--- src/rtl/process_scheduler.sv ---
// Time-slice scheduler sharing one program counter between NUM_PROC user programs and the OS.
// Counts retired instructions per quantum, saves relative resume addresses, dispatches round-robin.
module process_scheduler #(
  parameter int NUM_PROC    = 4,
  parameter int PID_W       = 2,
  parameter int QUANTUM     = 5,
  parameter int PROG_STRIDE = 1000,
  parameter int ADDR_W      = 32
) (
  input  logic                clock,
  input  logic                reset,
  input  logic                stop,
  input  logic                inst_valid,
  input  logic                end_program,
  input  logic [ADDR_W-1:0]   pc_next,
  input  logic                os_ack,
  input  logic                launch,
  input  logic [PID_W-1:0]    launch_pid,
  input  logic [ADDR_W-1:0]   launch_pc,
  output logic                load_pc,
  output logic [ADDR_W-1:0]   resume_pc,
  output logic                preempt,
  output logic                os_mode,
  output logic [PID_W-1:0]    cur_pid,
  output logic [NUM_PROC-1:0] ready,
  output logic                all_done
);

  localparam int QW = (QUANTUM < 2) ? 1 : $clog2(QUANTUM + 1);

  typedef enum logic [1:0] {ST_IDLE, ST_DISPATCH, ST_RUN, ST_OS} state_t;

  state_t               state_reg, state_next;
  logic [QW-1:0]        qcount_reg;
  logic [PID_W-1:0]     cur_pid_reg;
  logic [ADDR_W-1:0]    resume_pc_reg;
  logic [NUM_PROC-1:0]  ready_reg;
  logic                 all_done_reg;
  logic                 load_pc_reg, load_pc_next;
  logic                 preempt_reg, preempt_next;
  logic                 first_reg;
  logic [ADDR_W-1:0]    saved_pc_reg [NUM_PROC];
  logic [ADDR_W-1:0]    base_tbl [NUM_PROC];

  logic                 quantum_save, prog_end, all_done_set;
  logic [PID_W-1:0]     next_pid, scan_idx;
  int                   scan_start;

  genvar gi;
  generate
    for (gi = 0; gi < NUM_PROC; gi++) begin : g_base
      assign base_tbl[gi] = ADDR_W'((gi + 1) * PROG_STRIDE);
    end
  endgenerate

  // Round-robin pick: lowest offset from the scan start wins, so iterate from the far end down.
  always_comb begin
    scan_start = first_reg ? 0 : (int'(cur_pid_reg) + 1) % NUM_PROC;
    next_pid   = cur_pid_reg;
    scan_idx   = '0;
    for (int i = NUM_PROC - 1; i >= 0; i--) begin
      scan_idx = PID_W'((scan_start + i) % NUM_PROC);
      if (ready_reg[scan_idx]) next_pid = scan_idx;
    end
  end

  always_comb begin
    state_next   = state_reg;
    load_pc_next = 1'b0;
    preempt_next = 1'b0;
    quantum_save = 1'b0;
    prog_end     = 1'b0;
    all_done_set = 1'b0;
    case (state_reg)
      ST_IDLE: if (|ready_reg) state_next = ST_DISPATCH;
      ST_DISPATCH: begin
        state_next   = ST_RUN;
        load_pc_next = 1'b1;
      end
      ST_RUN: begin
        if (!stop) begin
          if (end_program) begin
            prog_end     = 1'b1;
            preempt_next = 1'b1;
            state_next   = ST_OS;
          end else if (inst_valid && qcount_reg == QW'(QUANTUM - 1)) begin
            quantum_save = 1'b1;
            preempt_next = 1'b1;
            state_next   = ST_OS;
          end
        end
      end
      ST_OS: begin
        if (os_ack) begin
          if (|ready_reg) begin
            state_next = ST_DISPATCH;
          end else begin
            state_next   = ST_IDLE;
            all_done_set = 1'b1;
          end
        end
      end
      default: state_next = ST_IDLE;
    endcase
  end

  always_ff @(posedge clock) begin
    if (!reset) begin
      state_reg     <= ST_IDLE;
      qcount_reg    <= '0;
      cur_pid_reg   <= '0;
      resume_pc_reg <= '0;
      ready_reg     <= '0;
      all_done_reg  <= 1'b0;
      load_pc_reg   <= 1'b0;
      preempt_reg   <= 1'b0;
      first_reg     <= 1'b1;
      for (int i = 0; i < NUM_PROC; i++) saved_pc_reg[i] <= '0;
    end else begin
      state_reg   <= state_next;
      load_pc_reg <= load_pc_next;
      preempt_reg <= preempt_next;
      if (state_reg == ST_DISPATCH) begin
        cur_pid_reg   <= next_pid;
        resume_pc_reg <= base_tbl[next_pid] + saved_pc_reg[next_pid];
        qcount_reg    <= '0;
        first_reg     <= 1'b0;
      end else if (state_reg == ST_RUN && !stop && inst_valid && !end_program) begin
        qcount_reg <= qcount_reg + QW'(1);
      end
      if (prog_end) ready_reg[cur_pid_reg] <= 1'b0;
      if (quantum_save) saved_pc_reg[cur_pid_reg] <= pc_next - base_tbl[cur_pid_reg];
      if (all_done_set) all_done_reg <= 1'b1;
      // Launch is written last so it overrides a same-cycle end or quantum save on its slot.
      if (launch) begin
        ready_reg[launch_pid]    <= 1'b1;
        saved_pc_reg[launch_pid] <= launch_pc;
        all_done_reg             <= 1'b0;
      end
    end
  end

  assign load_pc   = load_pc_reg;
  assign preempt   = preempt_reg;
  assign resume_pc = resume_pc_reg;
  assign os_mode   = (state_reg == ST_OS);
  assign cur_pid   = cur_pid_reg;
  assign ready     = ready_reg;
  assign all_done  = all_done_reg;

endmodule

--- config.mk ---
export PLATFORM = sky130hd
export DESIGN_NAME = process_scheduler
export DESIGN_NICKNAME = d
export VERILOG_FILES = /design/src/rtl/process_scheduler.sv
export SDC_FILE = /design/constraint.sdc
export NUM_CORES = 1
export LEC_CHECK = 0
export BUFFER_PORTS_ARGS = -buffer_cell sky130_fd_sc_hd__buf_2
export CAP_MARGIN = 20
export CORE_ASPECT_RATIO = 2
export CORE_MARGIN = 5
export CORE_UTILIZATION = 60
export CTS_CLUSTER_DIAMETER = 200
export DETAILED_ROUTE_END_ITERATION = 10
export PLACE_DENSITY_LB_ADDON = 0.25
export SLEW_MARGIN = 20
export SYNTH_ARGS = -nofsm -noshare
export SYNTH_HDL_FRONTEND = slang
export SYNTH_SLANG_ARGS = --single-unit
--- constraint.sdc ---
create_clock -name clock -period 6.9 [get_ports clock]
set_clock_uncertainty 0.05 [all_clocks]
set_input_delay 0 -clock clock [delete_from_list [all_inputs] [get_ports clock]]
set_output_delay 0 -clock clock [all_outputs]
set_load 0.05 [all_outputs]
# Word level (Yosys, flattened, before mapping)

Memory sizes are Yosys's and may differ from the RTL's.
Cells that the tools add are included.

Register bits after elaboration: 47
Bits in latches: 0
Bits in writable memories: 128
ROM bits: 0
Output and inout port bits: 42
Memories kept: 1

Add/subtract/negate cells: 7
Multiply operators: 0
Divide/modulo/power cells: 0
$lt $le $gt $ge: 10
Equal/unequal tests: 8
Shift-type cells: 0
Muxes and demuxes: 58
Bitwise operators: 7
Reduce and logical (&&, ||, !) cells: 16

Memories:

| memory       | words | bits a word | rd ports | clocked after Yosys merged registers in | wr ports | RTL line | text |
|---|---|---|---|---|---|---|---|
| saved_pc_reg | 4     | 32          | 1        | 0                                       | 4        | 42       | `logic [ADDR_W-1:0] saved_pc_reg [NUM_PROC];` |

Operators by type and width:

| cell                                                                                 | count |
|---|---|
| 32-bit two-way mux                                                                   | 6 |
| 32-bit binary-select mux with 2-bit select                                           | 2 |
| 32-bit OR reduction                                                                  | 2 |
| 32-bit adder                                                                         | 1 |
| 32-bit subtractor                                                                    | 1 |
| 1-bit two-way mux                                                                    | 28 |
| 2-bit two-way mux                                                                    | 12 |
| 2-bit by 3-bit less-than comparator with 1-bit output (second input constant)        | 6 |
| 4-bit two-way mux                                                                    | 3 |
| 1-bit binary-select mux with 2-bit select                                            | 4 |
| 2-bit case mux with 4 select lines                                                   | 1 |
| 3-bit greater-or-equal comparator (second input constant)                            | 2 |
| 1-bit logical AND                                                                    | 6 |
| 2-bit != test (second input constant)                                                | 3 |
| 2-bit inverter with 3-bit output                                                     | 2 |
| 2-bit by 1-bit adder with 2-bit output (second input constant)                       | 2 |
| 2-bit adder (second input constant)                                                  | 2 |
| 4-bit AND                                                                            | 1 |
| 1-bit demux with 2-bit select                                                        | 2 |
| 2-bit equality test (second input constant)                                          | 2 |
| 2-bit by 1-bit greater-or-equal comparator with 1-bit output (second input constant) | 2 |
| 4-bit inverter                                                                       | 1 |
| 4-bit bitwise OR                                                                     | 1 |
| 4-bit AND reduction                                                                  | 1 |
| 10 further kinds                                                                     | 13 |

# Depth between registers and ports, before layout

Gate-level depths: netlist (run 1).

Depth after elaboration: 14
Depth in mapped cells: 25

# Least setup slack after synthesis (run 1)

No wires, ideal clock.

Path kind: register -> register
Start point: register cur_pid_reg[1], in the netlist cur_pid[1]
End point: register resume_pc_reg[20], in the netlist resume_pc[20]
Arrival: 5.448 ns
Setup slack: 1.317 ns
Cell stages (with the launch flop): 25
Buffers on the path: 6
Clock period less this slack: 5.583 ns
Cell sequence: dfxtp_1 > clkbuf_1 > inv_1 > ha_1 > buf_6 > inv_2 > a2bb2oi_1 > o311a_4 > o21a_2 > nor2_1 > clkbuf_1 > clkbuf_1 > buf_2 > buf_2 > nand2_1 > and3_1 > a31oi_1 > ha_1 > a21o_1 > a21oi_1 > a21oi_1 > o21ai_2 > a211oi_2 > and4_1 > a211oi_1

Longest elaborated chain between the ends: 14
Elaborated cells between the ends (all ways): 23
Classes of those cells: add/sub (5); mux (16); bitwise (1); memory (1)

Ends and longest elaborated chain:

| what                                                   | RTL line | text |
|---|---|---|
| start: declaration                                     | 35       | `logic [PID_W-1:0] cur_pid_reg;` |
| start signal: assignment                               | 124      | `cur_pid_reg <= next_pid;` |
| 2-bit by 1-bit adder with 2-bit output                 | 58       | `scan_start = first_reg ? 0 : (int'(cur_pid_reg) + 1) % NUM_PROC;` |
| 2-bit two-way mux                                      | 58       |  |
| 2-bit by 1-bit adder with 2-bit output                 | 62       | `scan_idx = PID_W'((scan_start + i) % NUM_PROC);` |
| 1-bit binary-select mux with 2-bit select              | 63       | `if (ready_reg[scan_idx]) next_pid = scan_idx;` |
| 1-bit two-way mux (not written as such)                | 63       |  |
| 2-bit two-way mux (3 in a row)                         | 63       |  |
| 2-bit two-way mux *                                    | 63       |  |
| 2-bit inverter with 3-bit output (not written as such) | 125      | `resume_pc_reg <= base_tbl[next_pid] + saved_pc_reg[next_pid];` |
| 32-bit binary-select mux with 2-bit select             | 125      |  |
| 32-bit two-way mux (not written as such) (2 in a row)  | 125      |  |
| 32-bit adder *                                         | 125      |  |
| end signal: assignment                                 | 125      |  |
| end: declaration                                       | 36       | `logic [ADDR_W-1:0] resume_pc_reg;` |

Every way passes the cells marked *; elsewhere a longest branch is shown, timed or not. The select of a mux whose other input is x is not followed.
A chain may end at the register's enable or synchronous reset.

# Worst setup path in the final report (run 1)

Start point: register cur_pid_reg[1], in the netlist cur_pid[1]
End point: register resume_pc_reg[31], in the netlist resume_pc[31]

The elaborated chain is that of the path after synthesis.

==> results by group, run 1 <==
Die
  • Row cnt: roughly 70
  • Die Width: 103 µm
  • Die area: roughly 20000 µm²
  • Die height: slightly below 200 µm
  • Core area: between 15000 and 20000 µm²
  • I/O pin count: roughly 120
  • Starting Density: 0.607

Critical path
  • Worst path bufs/invs: 3
  • Worst r2r src: cur_pid[1]$_SDFFE_PN0P_
  • Worst Path Arrival: 5.99 ns
  • Cell Chain, Critical Path: inv_1 -> ha_1 -> nor2b_2 -> a31oi_1 -> a2bb2oi_2 -> o21ai_2 -> buf_4 -> nand2_1 -> buf_4 -> nand2_1 -> and3_1 -> a31oi_1 -> ha_1 -> nor2_2 -> a211oi_2 -> a311oi_1 -> nor3b_2
  • Setup crit end kind: register
  • Critical path type: register to register
  • R2R setup slack: 1.22 ns
  • Worst r2r dst: resume_pc[31]$_SDFFE_PN0P_
  • Worst-path fanout max: 41
  • CP max-delay cell: a211oi_2
  • Worst path top cell family by delay: compound AO/OA/AOI/OAI gates
  • Max incr delay on CP: roughly 0.74 ns
  • CP required: about 7.2 ns
  • Reg2reg path depth: 17
  • Crit path launch type: register

Detailed routing
  • Via density: 6.69
  • Antenna viol nets, final: 0
  • Drt pass-1 iters: 8
  • Total number of vias: approximately 9600
  • Detailed Route Iter0 Violations: a little over 1000
  • Post-Route WL: 32500 µm
  • Mean routed wirelength per cell: approximately 23 µm
  • Detailed-route DRC error count: 0

Cells and area
  • Ant diodes: 0
  • Layout cell share with drive strength beyond 1: 0.181
  • Area delta synth->final: 16.0%
  • Final net count: 1303
  • Multi-input logic area: roughly 5300 µm²
  • Max reg flops: about 130
  • Fin cells: ~1400
  • Storage element area: between 4000 and 5000 µm²
  • Fill count: approximately 1300
  • Final instance area: roughly 12000 µm²

Run status
  • Outcome: finished clean

GRT
  • Vias in the first global route: around 9400
  • Initial antenna violation count: 0
  • Overflow after GRT: 0
  • First-pass GRT wire length: slightly above 50000 µm
  • Overall Global Routing Usage: 0.326
  • Largest net degree at the start of global routing: 63

STA
  • Tcrit/Tclk final: 0.824
  • Post-route setup TNS: 0 ns
  • Final Hold Slack: 0.0270 ns
  • Min Tclk post-route: between 5 and 6 ns
  • Fin worst setup slack: around 1.2 ns
  • Max-slew headroom at the worst pin: 0.213
  • Final Setup Violations: 0
  • Slew Limit Fails: 0
  • Worst slew pin tran: roughly 1.2 ns
  • RSZ-0062 raised after global routing: no
  • Fmax: between 150 and 200 MHz
  • Final hold viol count: 0

Logic synthesis
  • Seq/Total Area, Yosys: 0.457
  • #FFs+latches synth: approximately 180
  • Syn. warnings: 0
  • Mapped Area: about 10000 µm²
  • EDFF count, synth: about 130
  • Synth Area per Inst: 9.62 µm²
  • Cell count after synthesis: roughly 1100
  • Syn Nets: roughly 1200
  • Post-synth ARST share: 0
  • Cell variety after synth: 86
  • Synth Flop Type: edfxtp_1

CTS
  • Clock Latency Late Sink: roughly 0.43 ns
  • Root Buffer: clkbuf_16
  • CTS buffer count: 17
  • CTS tree: done
  • Clock Pin Slew Worst Setup and Hold Paths: 0.07 ns
  • H-tree level count: 4
  • Clk sink count: approximately 180
  • CTS Buffer Depth: 2
  • Post-CTS Setup Repair Bufs: 0

Placed design
  • Number of instances in the placed design: between 1000 and 1500
  • I/O Buffers: between 100 and 150
  • Final GP Congestion: between 0.9 and 1
  • DP Area: between 10000 and 15000 µm²
  • Hpwl dp: approximately 22000 µm
  • DP Worst Slack: between 1 and 1.5 ns

Power
  • PwrDens: ~400 nW/µm²
  • Maximum vdd ir drop: between 0.15 and 0.2 mV
  • Leak pwr: 0.00458 µW

Min path
  • Hold path start: pc_next[13]
  • Hold Path Sink: saved_pc_reg[3][13]$_DFFE_PP_
  • Hold Path Depth: 3
  • Hold crit path type: input pin to register

Job
  • Max-cap viol count: 0
[power by group]
group	switching, µW	total, µW	internal (µW)
Clock	407	903	496
Sequential	98.3	1380	1280
Combinational	1760	2610	847
[tightest hold or removal path: stages]
cell,delay [ns]
buf_2,0.09
xnor2_1,0.15
o31ai_1,0.09
[routing by layer]
| layer | up-vias | wire, µm | track usage |
|---|---|---|---|
| li1 | 4336 | - | - |
| met1 | 4565 | 11300 | 0.378 |
| met2 | 558 | 16300 | 0.538 |
| met3 | 121 | 2540 | 0.0553 |
| met4 | 0 | 2340 | 0.217 |
| met5 | - | 0 | 0 |
[logic make-up after synthesis]
| logic type | synth area share |
|---|---|
| XOR/XNOR | 0.0359 |
| flip-flops | 0.457 |
| AO/OA/AOI/OAI | 0.227 |
| buffers and inverters | 0.0445 |
| AND/OR/NAND/NOR | 0.178 |
| multiplexers | 0.0304 |
| adder cells (fa/ha/maj) | 0.0277 |
[metrics by stage]
step                utilization  power, µW
floorplan                     -       3310
global placement          0.645       3900
detailed placement        0.645       3950
CTS                       0.703       4870
global route              0.704       5150
finish                    0.704       4890
[Yosys cell counts, types with 4 or more instances]
library cell	n	area share
nand2_1	176	0.063
edfxtp_1	128	0.37
o21ai_0	89	0.043
nor2_1	72	0.026
a22o_1	66	0.055
clkbuf_1	52	0.019
dfxtp_1	47	0.090
nor3_1	33	0.016
xnor2_1	28	0.023
a21oi_1	27	0.013
o31ai_1	25	0.018
a31oi_1	24	0.014
and3_1	21	0.013
nand3_1	21	0.010
ha_1	20	0.024
a211oi_1	18	0.013
mux2i_1	18	0.017
xor2_1	15	0.013
buf_2	14	0.0067
inv_1	14	0.0050
nor4_1	13	0.0078
a31o_2	12	0.010
nand4_1	12	0.0072
nor2b_1	11	0.0066
o211a_1	10	0.0096
a21o_1	7	0.0050
or3_1	7	0.0042
buf_6	6	0.0064
or4_1	5	0.0036
buf_1	4	0.0014
mux2_2	4	0.0043
nor3b_1	4	0.0029
o211ai_1	4	0.0029
[cell type report]
cell class                 count  area share
multi-input combinational    815       0.436
inverter                      19     0.00628
tap                          210      0.0216
clock buffer                  18      0.0353
sequential                   175       0.394
timing repair buffer         180      0.0976
clock inverter                14     0.00957
[worst max-delay path by stage]
stage,startpoint,to,depth (start not counted)
2_1_floorplan,cur_pid[1]$_SDFFE_PN0P_,resume_pc[20]$_SDFFE_PN0P_,24
5_1_grt,cur_pid[1]$_SDFFE_PN0P_,resume_pc[31]$_SDFFE_PN0P_,17
6_report,cur_pid[1]$_SDFFE_PN0P_,resume_pc[31]$_SDFFE_PN0P_,17
3_5_place_dp,cur_pid[1]$_SDFFE_PN0P_,resume_pc[31]$_SDFFE_PN0P_,17
3_3_place_gp,cur_pid[1]$_SDFFE_PN0P_,resume_pc[19]$_SDFFE_PN0P_,17
4_1_cts,cur_pid[1]$_SDFFE_PN0P_,resume_pc[31]$_SDFFE_PN0P_,17
[layout by cell type, fill, tap and decap left out, types with 4 or more instances in the layout]
cell type / netlist / routed
o31ai_1: 25 / 25
or3_1: 7 / 7
nor3_1: 33 / 29
a21oi_1: 27 / 27
a31oi_1: 24 / 24
mux2_2: 4 / 4
a211oi_1: 18 / 18
clkinv_1: 2 / 6
o211a_1: 10 / 10
and3_1: 21 / 21
o211ai_1: 4 / 4
nand2_1: 176 / 176
dlygate4sd3_1: 0 / 45
o21ai_0: 89 / 89
a22o_1: 66 / 66
clkbuf_16: 0 / 17
xor2_1: 15 / 15
nor2b_1: 11 / 11
mux2i_1: 18 / 18
dfxtp_1: 47 / 47
nand4_1: 12 / 12
inv_1: 14 / 14
a31o_2: 12 / 12
edfxtp_1: 128 / 128
buf_4: 3 / 20
ha_1: 20 / 19
nor2_1: 72 / 69
nor4_1: 13 / 12
nor3b_1: 4 / 4
nand3_1: 21 / 21
or4_1: 5 / 5
buf_2: 14 / 114
xnor2_1: 28 / 28
a21o_1: 7 / 7
[repair_timing]
item                      CTS  global route
hold buffers               45             0
gates resized for setup     0             0
hold endpoints to repair  134             0
(Power assumes the default switching activity.)
==> inputs of run 2 (changes only) <==
==> constraint.sdc (replaced) <==
create_clock -name clock -period 6 [get_ports clock]
set_clock_uncertainty 0.05 [all_clocks]
set_input_delay 0 -clock clock [delete_from_list [all_inputs] [get_ports clock]]
set_output_delay 0 -clock clock [all_outputs]
set_load 0.05 [all_outputs]
==> run 2 against run 1 <==
Cell area rose by 0.13%. Die area did not move. Hold slack got worse by 0.017 ns. Non-clock buffer count rose by 3. Worst setup slack got worse by 0.75 ns. Critical endpoint unchanged. Sequential power rose by 14%. Sequential share of layout area fell by 0.053 points. Final cell count rose by 0.14%. Largest power group unchanged. Largest cell class unchanged. Clock-buffer cell count did not move. Via count fell by 1.2%.
==> results by group, run 2 (synthesis gave the netlist of run 1 again) <==
Cells and area
  • Fill count: 1350 (+3.3%)
  • Layout cell share with drive strength beyond 1: 0.183 (+0.00216)
  • Commonest non-fill, non-tap cell in the layout: nand2_1
  • Final net count: 1306 (+0.23%)
  • Area delta synth->final: 16.1%
  • Fin cells: 1433 (+0.14%)
  • Ant diodes: 0 (unchanged)
  • Most frequent cells in the layout: nand2_1 (176), edfxtp_1 (128), buf_2 (114)
  • Max reg flops: 128 (unchanged)

Critical path
  • Cell Chain, Critical Path: inv_2 -> ha_1 -> nor2b_2 -> or3_1 -> o311ai_2 -> buf_4 -> o21ai_2 -> nand2_1 -> buf_4 -> nand2_1 -> and3_1 -> a31oi_1 -> ha_1 -> a21oi_1 -> a21oi_1 -> o21ai_2 -> a211oi_2 -> a311oi_1 -> nor3b_2
  • CP max-delay cell: a211oi_2
  • Critical path type: register to register
  • Setup crit end kind: register
  • CP required: 6.31 ns (-0.89 ns)
  • Max incr delay on CP: 0.73 ns (about the same)
  • Worst path bufs/invs: 3 (unchanged)
  • Worst r2r src: cur_pid[0]$_SDFFE_PN0P_
  • Worst path top cell family by delay: compound AO/OA/AOI/OAI gates
  • Worst-path fanout max: 17 (-59%)
  • Critical path origin: cur_pid[0]$_SDFFE_PN0P_
  • Worst Path Arrival: 5.85 ns (-0.14 ns)
  • R2R setup slack: 0.46 ns (-0.75 ns)
  • Crit path launch type: register

GRT
  • Largest net degree at the start of global routing: 60 (-4.8%)
  • Overall Global Routing Usage: 0.314 (-0.0117)
  • First-pass GRT wire length: 48500 µm (-3.8%)
  • Overflow after GRT: 0 (unchanged)
  • Vias in the first global route: 9152 (-3.1%)
  • Initial antenna violation count: 0 (unchanged)

Detailed routing
  • Via density: 6.60 (-1.4%)
  • Total number of vias: 9461 (-1.2%)
  • Drt pass-1 iters: 6 (-2)
  • Detailed Route Iter0 Violations: 918 (-11%)
  • Mean routed wirelength per cell: 21.9 µm (-3.7%)
  • Post-Route WL: 31400 µm (-3.5%)
  • Antenna viol nets, final: 0 (unchanged)
  • Detailed-route DRC error count: 0 (unchanged)

CTS
  • CTS tree: done
  • Clock Pin Slew Worst Setup and Hold Paths: 0.07 ns (about the same)
  • Clk sink count: 175 (unchanged)
  • H-tree level count: 4 (unchanged)
  • Clock Latency Late Sink: 0.43 ns (about the same)
  • CTS buffer count: 17 (unchanged)
  • CTS Buffer Depth: 2 (unchanged)
  • Root Buffer: clkbuf_16

Die
  • Row cnt: 68 (unchanged)
  • Starting Density: 0.607 (unchanged)
  • Die area: 20400 µm² (unchanged)
  • Die height: 197 µm (unchanged)
  • Die Width: 103 µm (unchanged)
  • Core area: 17300 µm² (unchanged)
  • I/O pin count: 115 (unchanged)

Power
  • PwrDens: 465 nW/µm² (+16%)
  • Leak pwr: 0.00459 µW (+0.17%)
  • Total power: 5660 µW (+16%)
  • Maximum vdd ir drop: 0.255 mV (+38%)

Job
  • Max-cap viol count: 0 (unchanged)

STA
  • Max-slew headroom at the worst pin: 0.270 (+0.0567)
  • Worst slew pin tran: 1.09 ns (-0.0848 ns)
  • Final Hold Slack: 0.0102 ns (-0.0168 ns)
  • Tcrit/Tclk final: 0.923 (+0.0989)
  • Final hold viol count: 0 (unchanged)
  • Slew Limit Fails: 0 (unchanged)
  • Final Setup Violations: 0 (unchanged)
  • RSZ-0062 raised after global routing: no
  • Fmax: 181 MHz (+2.7%)
  • Min Tclk post-route: 5.54 ns (-0.148 ns)
  • Post-route setup TNS: 0 ns (unchanged)

Placed design
  • Final GP Congestion: 1.00 (+5.6%)
  • Hpwl dp: 21400 µm (-1.7%)
  • Number of instances in the placed design: 1356 (+0.22%)
  • I/O Buffers: 114 (unchanged)

Min path
  • Hold path start: pc_next[14]
  • Hold crit path type: input pin to register

Run status
  • Outcome: finished clean
## run 2: repair_timing
| action | CTS | global route |
|---|---|---|
| buffers inserted | 0 | 0 |
| hold buffers | 46 | 0 |
| gates resized for setup | 0 | 0 |
| endpoints found under the hold margin | 134 | 0 |
## run 2: per-layer routing
metal,track usage,up-vias,share of wire
li1,-,4356,-
met2,0.527,574,0.51
met4,0.186,0,0.059
met5,0,-,0
met1,0.368,4422,0.35
met3,0.0531,109,0.084
## run 2: cell type report
class / instances / area [µm²] / share of cell area
repair buffers: 183 / 1200 / 0.0989
clock inverters: 13 / 115 / 0.00946
clock buffers: 18 / 429 / 0.0353
multi-input cells: 815 / 5300 / 0.435
inverters: 19 / 76.3 / 0.00627
well taps: 210 / 263 / 0.0216
flip-flops and latches: 175 / 4780 / 0.393
## run 2: final timing paths
| check | to | depth (start not counted) |
|---|---|---|
| max | resume_pc[31]$_SDFFE_PN0P_ | 19 |
| min | saved_pc_reg[3][14]$_DFFE_PP_ | 3 |
| max reg2reg | resume_pc[31]$_SDFFE_PN0P_ | 19 |
| min reg2reg | resume_pc[11]$_SDFFE_PN0P_ | 2 |
## run 2: tightest hold or removal path, delay by kind of cell
kind | cells | cell delay, ns
compound gates | 1 | 0.22
buf+inv | 1 | 0.09
xor+xnor | 1 | 0.08
## run 2: stage by stage
step           utilization  setup slack, ns  cell area [µm²]
4_1_cts              0.705            0.598            12200
3_5_place_dp         0.646            0.730            11200
5_1_grt              0.705            0.161            12200
6_report             0.705            0.464            12200
2_1_floorplan            -            0.417            10500
3_3_place_gp         0.646            0.835            11200
## run 2: power breakdown
| part | total [µW] | internal (µW) | switching [µW] |
|---|---|---|---|
| Combinational | 3040 | 991 | 2050 |
| Clock | 1040 | 570 | 472 |
| Sequential | 1570 | 1470 | 101 |
